$ cat src/rtl/flash_cache_pkg.sv
// rtl/flash_cache_pkg.sv - shared types and address-split width helpers for flash_cache
package flash_cache_pkg;

    localparam int ADDR_W = 24;
    localparam int DATA_W = 32;

    typedef enum logic [1:0] {
        ST_IDLE,
        ST_LOOKUP,
        ST_FILL,
        ST_RESPOND
    } state_t;

    function automatic int word_bits(input int words_per_line);
        return $clog2(words_per_line);
    endfunction

    function automatic int index_bits(input int lines);
        return $clog2(lines);
    endfunction

    // Byte offset [1:0] is dropped; the tag takes whatever is left above word and index.
    function automatic int tag_bits(input int lines, input int words_per_line);
        return ADDR_W - 2 - word_bits(words_per_line) - index_bits(lines);
    endfunction

endpackage

$ cat src/rtl/flash_cache_data_ram.sv
// rtl/flash_cache_data_ram.sv - single-port synchronous line-data store for flash_cache
module flash_cache_data_ram
    import flash_cache_pkg::*;
#(
    parameter int DEPTH = 64,
    parameter int AW    = 6
) (
    input  logic              clk_cpu,
    input  logic              en,
    input  logic              we,
    input  logic [AW-1:0]     addr,
    input  logic [DATA_W-1:0] wdata,
    output logic [DATA_W-1:0] rdata
);

    logic [DATA_W-1:0] mem_q [DEPTH];
    logic [DATA_W-1:0] rdata_q;

    always_ff @(posedge clk_cpu) begin
        if (en) begin
            if (we) begin
                mem_q[addr] <= wdata;
            end else begin
                rdata_q <= mem_q[addr];
            end
        end
    end

    assign rdata = rdata_q;

endmodule

$ cat src/rtl/flash_cache.sv
// rtl/flash_cache.sv - direct-mapped read cache in front of a flash burst reader; FLASH_CACHE_STATS_EN builds hit/miss counters
module flash_cache
    import flash_cache_pkg::*;
#(
    parameter int LINES          = 16,
    parameter int WORDS_PER_LINE = 4
) (
    input  logic              clk_cpu,
    input  logic              n_reset,
    input  logic              cpu_valid,
    input  logic [ADDR_W-1:0] cpu_addr,
    input  logic [3:0]        cpu_wstrb,
    output logic              cpu_ready,
    output logic [DATA_W-1:0] cpu_rdata,
    input  logic              flush,
    output logic              sfr_start,
    output logic [ADDR_W-1:0] sfr_address,
    output logic [ADDR_W-1:0] sfr_word_count,
    input  logic              sfr_strobe,
    input  logic [DATA_W-1:0] sfr_data,
    input  logic              sfr_done,
    output logic [31:0]       hit_count,
    output logic [31:0]       miss_count
);

    localparam int WB  = word_bits(WORDS_PER_LINE);
    localparam int IB  = index_bits(LINES);
    localparam int TW  = tag_bits(LINES, WORDS_PER_LINE);
    localparam int RAW = WB + IB;
    localparam int CW  = WB + 1;
    localparam logic [21:0] WORD_MASK = 22'(WORDS_PER_LINE - 1);

    state_t              state_q, state_d;
    logic [21:0]         req_addr_q, req_addr_d;
    logic                req_write_q, req_write_d;
    logic [CW-1:0]       fill_cnt_q, fill_cnt_d;
    logic [DATA_W-1:0]   crit_q, crit_d;
    logic                flushed_q, flushed_d;
    logic [LINES-1:0]    valid_q, valid_d;
    logic [TW-1:0]       tag_q [LINES];
    logic [TW-1:0]       tag_d [LINES];
    logic                cpu_ready_q, cpu_ready_d;
    logic [DATA_W-1:0]   cpu_rdata_q, cpu_rdata_d;
    logic                sfr_start_q, sfr_start_d;
    logic [ADDR_W-1:0]   sfr_address_q, sfr_address_d;

    logic                ram_en, ram_we;
    logic [RAW-1:0]      ram_addr;
    logic [DATA_W-1:0]   ram_rdata;

    logic [IB-1:0]       req_index;
    logic [TW-1:0]       req_tag;
    logic [CW-1:0]       req_word;
    logic                lookup_hit;
    logic [1:0]          unused_byte_offset;

    assign req_index          = IB'(req_addr_q >> WB);
    assign req_tag            = TW'(req_addr_q >> (WB + IB));
    assign req_word           = CW'(req_addr_q & WORD_MASK);
    assign unused_byte_offset = cpu_addr[1:0];

    // A flush landing on the lookup cycle must not let a stale line hit.
    assign lookup_hit = valid_q[req_index] && (tag_q[req_index] == req_tag) && !flush;

    flash_cache_data_ram #(
        .DEPTH (LINES * WORDS_PER_LINE),
        .AW    (RAW)
    ) u_data_ram (
        .clk_cpu (clk_cpu),
        .en      (ram_en),
        .we      (ram_we),
        .addr    (ram_addr),
        .wdata   (sfr_data),
        .rdata   (ram_rdata)
    );

    always_comb begin
        state_d       = state_q;
        req_addr_d    = req_addr_q;
        req_write_d   = req_write_q;
        fill_cnt_d    = fill_cnt_q;
        crit_d        = crit_q;
        flushed_d     = flushed_q;
        valid_d       = valid_q;
        tag_d         = tag_q;
        cpu_ready_d   = 1'b0;
        cpu_rdata_d   = '0;
        sfr_start_d   = 1'b0;
        sfr_address_d = sfr_address_q;
        ram_en        = 1'b0;
        ram_we        = 1'b0;
        ram_addr      = RAW'(cpu_addr[23:2]);

        if (flush) begin
            valid_d = '0;
        end

        case (state_q)
            ST_IDLE: begin
                // Read the data RAM now so the word is ready when the tag compare resolves.
                if (cpu_valid && !cpu_ready_q) begin
                    state_d     = ST_LOOKUP;
                    req_addr_d  = cpu_addr[23:2];
                    req_write_d = |cpu_wstrb;
                    ram_en      = 1'b1;
                end
            end
            ST_LOOKUP: begin
                if (req_write_q) begin
                    cpu_ready_d = 1'b1;
                    state_d     = ST_IDLE;
                end else if (lookup_hit) begin
                    cpu_ready_d = 1'b1;
                    cpu_rdata_d = ram_rdata;
                    state_d     = ST_IDLE;
                end else begin
                    sfr_start_d   = 1'b1;
                    sfr_address_d = {req_addr_q & ~WORD_MASK, 2'b00};
                    fill_cnt_d    = '0;
                    flushed_d     = 1'b0;
                    state_d       = ST_FILL;
                end
            end
            ST_FILL: begin
                if (flush) begin
                    flushed_d = 1'b1;
                end
                // The counter stops at WORDS_PER_LINE so surplus strobes cannot spill into the next line.
                if (sfr_strobe && (fill_cnt_q < CW'(WORDS_PER_LINE))) begin
                    ram_en     = 1'b1;
                    ram_we     = 1'b1;
                    ram_addr   = RAW'(req_addr_q & ~WORD_MASK) | RAW'(fill_cnt_q);
                    fill_cnt_d = fill_cnt_q + CW'(1);
                    if (fill_cnt_q == req_word) begin
                        crit_d = sfr_data;
                    end
                end
                if (sfr_done) begin
                    tag_d[req_index] = req_tag;
                    if (!(flush || flushed_q)) begin
                        valid_d[req_index] = 1'b1;
                    end
                    state_d = ST_RESPOND;
                end
            end
            ST_RESPOND: begin
                cpu_ready_d = 1'b1;
                cpu_rdata_d = crit_q;
                state_d     = ST_IDLE;
            end
            default: state_d = ST_IDLE;
        endcase
    end

    always_ff @(posedge clk_cpu or negedge n_reset) begin
        if (!n_reset) begin
            state_q       <= ST_IDLE;
            req_addr_q    <= '0;
            req_write_q   <= 1'b0;
            fill_cnt_q    <= '0;
            crit_q        <= '0;
            flushed_q     <= 1'b0;
            valid_q       <= '0;
            tag_q         <= '{default: '0};
            cpu_ready_q   <= 1'b0;
            cpu_rdata_q   <= '0;
            sfr_start_q   <= 1'b0;
            sfr_address_q <= '0;
        end else begin
            state_q       <= state_d;
            req_addr_q    <= req_addr_d;
            req_write_q   <= req_write_d;
            fill_cnt_q    <= fill_cnt_d;
            crit_q        <= crit_d;
            flushed_q     <= flushed_d;
            valid_q       <= valid_d;
            tag_q         <= tag_d;
            cpu_ready_q   <= cpu_ready_d;
            cpu_rdata_q   <= cpu_rdata_d;
            sfr_start_q   <= sfr_start_d;
            sfr_address_q <= sfr_address_d;
        end
    end

    assign cpu_ready      = cpu_ready_q;
    assign cpu_rdata      = cpu_rdata_q;
    assign sfr_start      = sfr_start_q;
    assign sfr_address    = sfr_address_q;
    assign sfr_word_count = ADDR_W'(WORDS_PER_LINE);

`ifdef FLASH_CACHE_STATS_EN
    logic [31:0] hit_count_q, hit_count_d;
    logic [31:0] miss_count_q, miss_count_d;

    always_comb begin
        hit_count_d  = hit_count_q;
        miss_count_d = miss_count_q;
        if (state_q == ST_LOOKUP && !req_write_q) begin
            if (lookup_hit) begin
                hit_count_d = hit_count_q + 32'd1;
            end else begin
                miss_count_d = miss_count_q + 32'd1;
            end
        end
    end

    always_ff @(posedge clk_cpu or negedge n_reset) begin
        if (!n_reset) begin
            hit_count_q  <= '0;
            miss_count_q <= '0;
        end else begin
            hit_count_q  <= hit_count_d;
            miss_count_q <= miss_count_d;
        end
    end

    assign hit_count  = hit_count_q;
    assign miss_count = miss_count_q;
`else
    assign hit_count  = '0;
    assign miss_count = '0;
`endif

endmodule

$ cat config.mk
export PLATFORM = sky130hd
export DESIGN_NAME = flash_cache
export DESIGN_NICKNAME = d
export VERILOG_FILES = /design/src/rtl/flash_cache_pkg.sv /design/src/rtl/flash_cache_data_ram.sv /design/src/rtl/flash_cache.sv
export SDC_FILE = /design/constraint.sdc
export NUM_CORES = 2
export LEC_CHECK = 0
export CAP_MARGIN = 20
export CORE_ASPECT_RATIO = 0.5
export CORE_MARGIN = 2
export CORE_UTILIZATION = 38
export DETAILED_ROUTE_END_ITERATION = 6
export PLACE_DENSITY = 0.5
export SYNTH_ARGS = -nofsm -noshare
export SYNTH_HDL_FRONTEND = slang
export SYNTH_SLANG_ARGS = --single-unit
$ cat constraint.sdc
create_clock -name clk_cpu -period 5.1 [get_ports clk_cpu]
set_input_delay 1.02 -clock clk_cpu [delete_from_list [all_inputs] [get_ports clk_cpu]]
set_output_delay 1.02 -clock clk_cpu [all_outputs]
set_load 0.02 [all_outputs]
==> run metrics <==
Peak VDD IR=~0.33 mV; Die ar.=about 250,000 um^2; GRT Overall Usage=0.258; status=complete, no violations; minimum clock period=around 4500 ps; largest net degree at the start of global routing=105; CTS sink cnt=2,467; Netlist cell types=75; Post-CTS Resized=0; Post-DP HPWL=around 190 mm; hold_buf cts=0; CP Class=in2reg; number of I/O port buffers=117; # nets final=6,257; DRT Wirelength=333 mm; setup bufs post-CTS=0; f_max=220 MHz; synth warn=0; max-slew violations=0; required time worst endpoint=between 5000 and 6000 ps; insertion delay to the later sink of the worst-skew pair=a little over 900 ps; initial DRC count=between 8,000 and 9,000; Die H=356 um; MaxCap Viol Count=0; Cell Pwr Density=roughly 440 nW/um^2; first-pass GRT wire length=around 450 mm; Clock Tree Buf Depth=4; CP endpoint kind=register; DRC Markers=0; Worst Path Arrival=between 5000 and 6000 ps; worst-margin pin slew=1150 ps; Cell Area, Synth=roughly 94,000 um^2; share of layout cells above drive strength 1=0.188; worst clock skew=110 ps; gr ovfl total=0; Core Rows=129; Ports=~210; RSZ-0062 raised after global routing=false; setup violators final=0; #FFs+latches synth=about 2,500; worst min-delay path class=in2async; commonest cells after routing, fill and taps aside=edfxtp_1, a22oi_1, nand2_1, dfrtp_1, buf_4; total core area=approximately 250,000 um^2; number of CTS-inserted buffers=227; initial antenna violation count=19; final hold viol count=0; GP Congestion=around 0.83; CTS tree=built; Tcrit/Tclk final=0.891; Mean Syn Cell Area=approximately 16 um^2; Total Power=between 40,000 and 50,000 uW; final instance area=109,000 um^2; first-pass detailed-route iteration total=6; main flop type after synthesis=edfxtp_1; relative slew slack=0.233; Worst-path clk slew=approximately 70 ps; placed inst area=~100,000 um^2; antenna viol nets, final=0; H-tree Lvls=4; WL/cell=roughly 34 um; vias in the first global route=about 55,000; post-synthesis sequential area ratio=0.764; EDFF count, synth=2,080; Mapped Cells=between 5,000 and 6,000; Post-synth ARST share=0.157; initial core utilization=0.382; Vias/cell=5.91; largest fanout on the critical path=56; die width=approximately 710 um; Area Overhead vs Synth=15.9%; vias=57,400; Root Buffer=clkbuf_16; leakage=between 0.03 and 0.04 uW; commonest non-fill, non-tap cell in the layout=edfxtp_1; startpoint types=input port
-- worst max-delay path, stage by stage --
cell	delay, ps
clkdlybuf4s50_1	500
nand4bb_1	250
buf_12	250
mux2i_4	640
nor2_4	100
buf_12	220
buf_12	210
buf_4	320
a22oi_1	150
nand2_1	80
o21ai_0	600
buf_4	230
nand4_1	130
or2_2	340
-- where the power goes --
| group | switching, uW | total [uW] | leakage (uW) | internal [uW] |
|---|---|---|---|---|
| clock network | 7580 | 16600 | 0.00342 | 8980 |
| registers | 1130 | 24200 | 0.0239 | 23100 |
| logic | 4610 | 7550 | 0.0107 | 2940 |
| total | 13300 | 48300 | 0.0380 | 35000 |
-- Yosys cell counts, types with 4 or more instances --
cell         n  area share
dfrtp_1    387        0.10
nand3_1     15     0.00080
o22ai_1     58      0.0038
mux4_2      40      0.0095
inv_1       11     0.00044
a221o_1      8     0.00085
nor3_1      19      0.0010
buf_4      101      0.0080
mux2i_1    169       0.018
a41oi_1     17      0.0016
nor4_1      13     0.00086
a32o_1      32      0.0034
or4_1       21      0.0017
mux2_4      15      0.0024
a21oi_1    179      0.0095
nand2b_1     7     0.00046
or2_2        7     0.00046
xor2_1       6     0.00056
o31ai_1      4     0.00032
a22o_1      12      0.0011
buf_1       56      0.0022
nor2_1     143      0.0057
clkbuf_1   181      0.0072
buf_6       11      0.0013
nor2b_1      9     0.00060
nand4_1     44      0.0029
a31oi_1     52      0.0034
nand2_1    640       0.025
a221oi_1    44      0.0041
o21ai_0    218       0.012
edfxtp_1  2080        0.66
buf_2      118      0.0063
mux2_2     281       0.034
and2_1       5     0.00033
o22a_1       4     0.00037
xnor2_1     16      0.0015
o21a_1       7     0.00056
a22oi_1    737       0.059
-- sequential cells by signal (all words and copies together) (netlist names), named ones only --
signal            cells
fill_cnt_q            3
state_q               1
u_data_ram.rdata     32
cpu_ready             1
sfr_start             1
crit_q               32
valid_q              16
flushed_q             1
u_data_ram.mem_q   2048
tag_q               256
req_addr_q           22
cpu_rdata            32
req_write_q           1
sfr_address          20
-- per-layer routing --
| metal | share of wire | wire [um] | global-route usage | vias up |
|---|---|---|---|---|
| li1 | - | - | - | 23400 |
| met4 | 0.034 | 11300 | 0.0834 | 6 |
| met2 | 0.45 | 150000 | 0.400 | 3128 |
| met1 | 0.42 | 141000 | 0.369 | 30400 |
| met3 | 0.092 | 30600 | 0.0467 | 518 |
| met5 | 0.00014 | 47 | 0 | - |
-- final timing paths --
check | start | end | slack, ps | cells past startpoint
setup / recovery | sfr_strobe | u_data_ram.rdata[11]$_DFFE_PP_ | 560 | 14
hold / removal | n_reset | sfr_address[4]$_DFFE_PN0P_ | 220 | 1
setup reg to reg | register | u_data_ram.rdata[11]$_DFFE_PP_ | 710 | 14
hold reg to reg | tag_q[223]$_DFFE_PN0P_ | tag_q[223]$_DFFE_PN0P_ | 480 | 2
max in group asynchronous | n_reset | tag_q[17]$_DFFE_PN0P_ | 3490 | 2
min in group clk_cpu | sfr_data[12] | u_data_ram.mem_q[50][12]$_DFFE_PP_ | 410 | 1
-- metrics by stage --
stage	util	setup slack [ps]	TNS [ps]	instances	hold WS (ps)
after floorplan	-	-74.0	-16500	5908	442
after global placement	0.414	-207	-270	9294	457
after detailed placement	0.414	-263	-415	9295	469
after CTS	0.442	696	0	9702	237
after global routing	0.443	581	0	9708	229
final	0.443	558	0	9713	218
-- cells by family (layout without fill, tap and decap cells) --
family / after synthesis / in the layout / synth area share
xor gates and xnor gates: 22 / 22 / 0.00204
adders and majority gates: 1 / 1 / 0.000133
buffers and inverters: 479 / 939 / 0.0257
muxes: 507 / 507 / 0.0638
other: 2 / 97 / 0.0000796
DFF: 2467 / 2467 / 0.764
and+or+nand+nor: 938 / 938 / 0.0416
AOI/OAI and AO/OA: 1402 / 1402 / 0.102
-- final cells by class --
| class | count | area [um^2] |
|---|---|---|
| fill | 21500 | 138000 |
| sequential | 2467 | 72200 |
| multi-input combinational | 2962 | 20900 |
| clock buffer | 304 | 6190 |
| timing repair buffer | 521 | 5230 |
| tap | 3340 | 4180 |
| clock inverter | 103 | 744 |
| inverter | 11 | 41.3 |
| antenna | 5 | 12.5 |
Power figures use the tool's default switching activity.
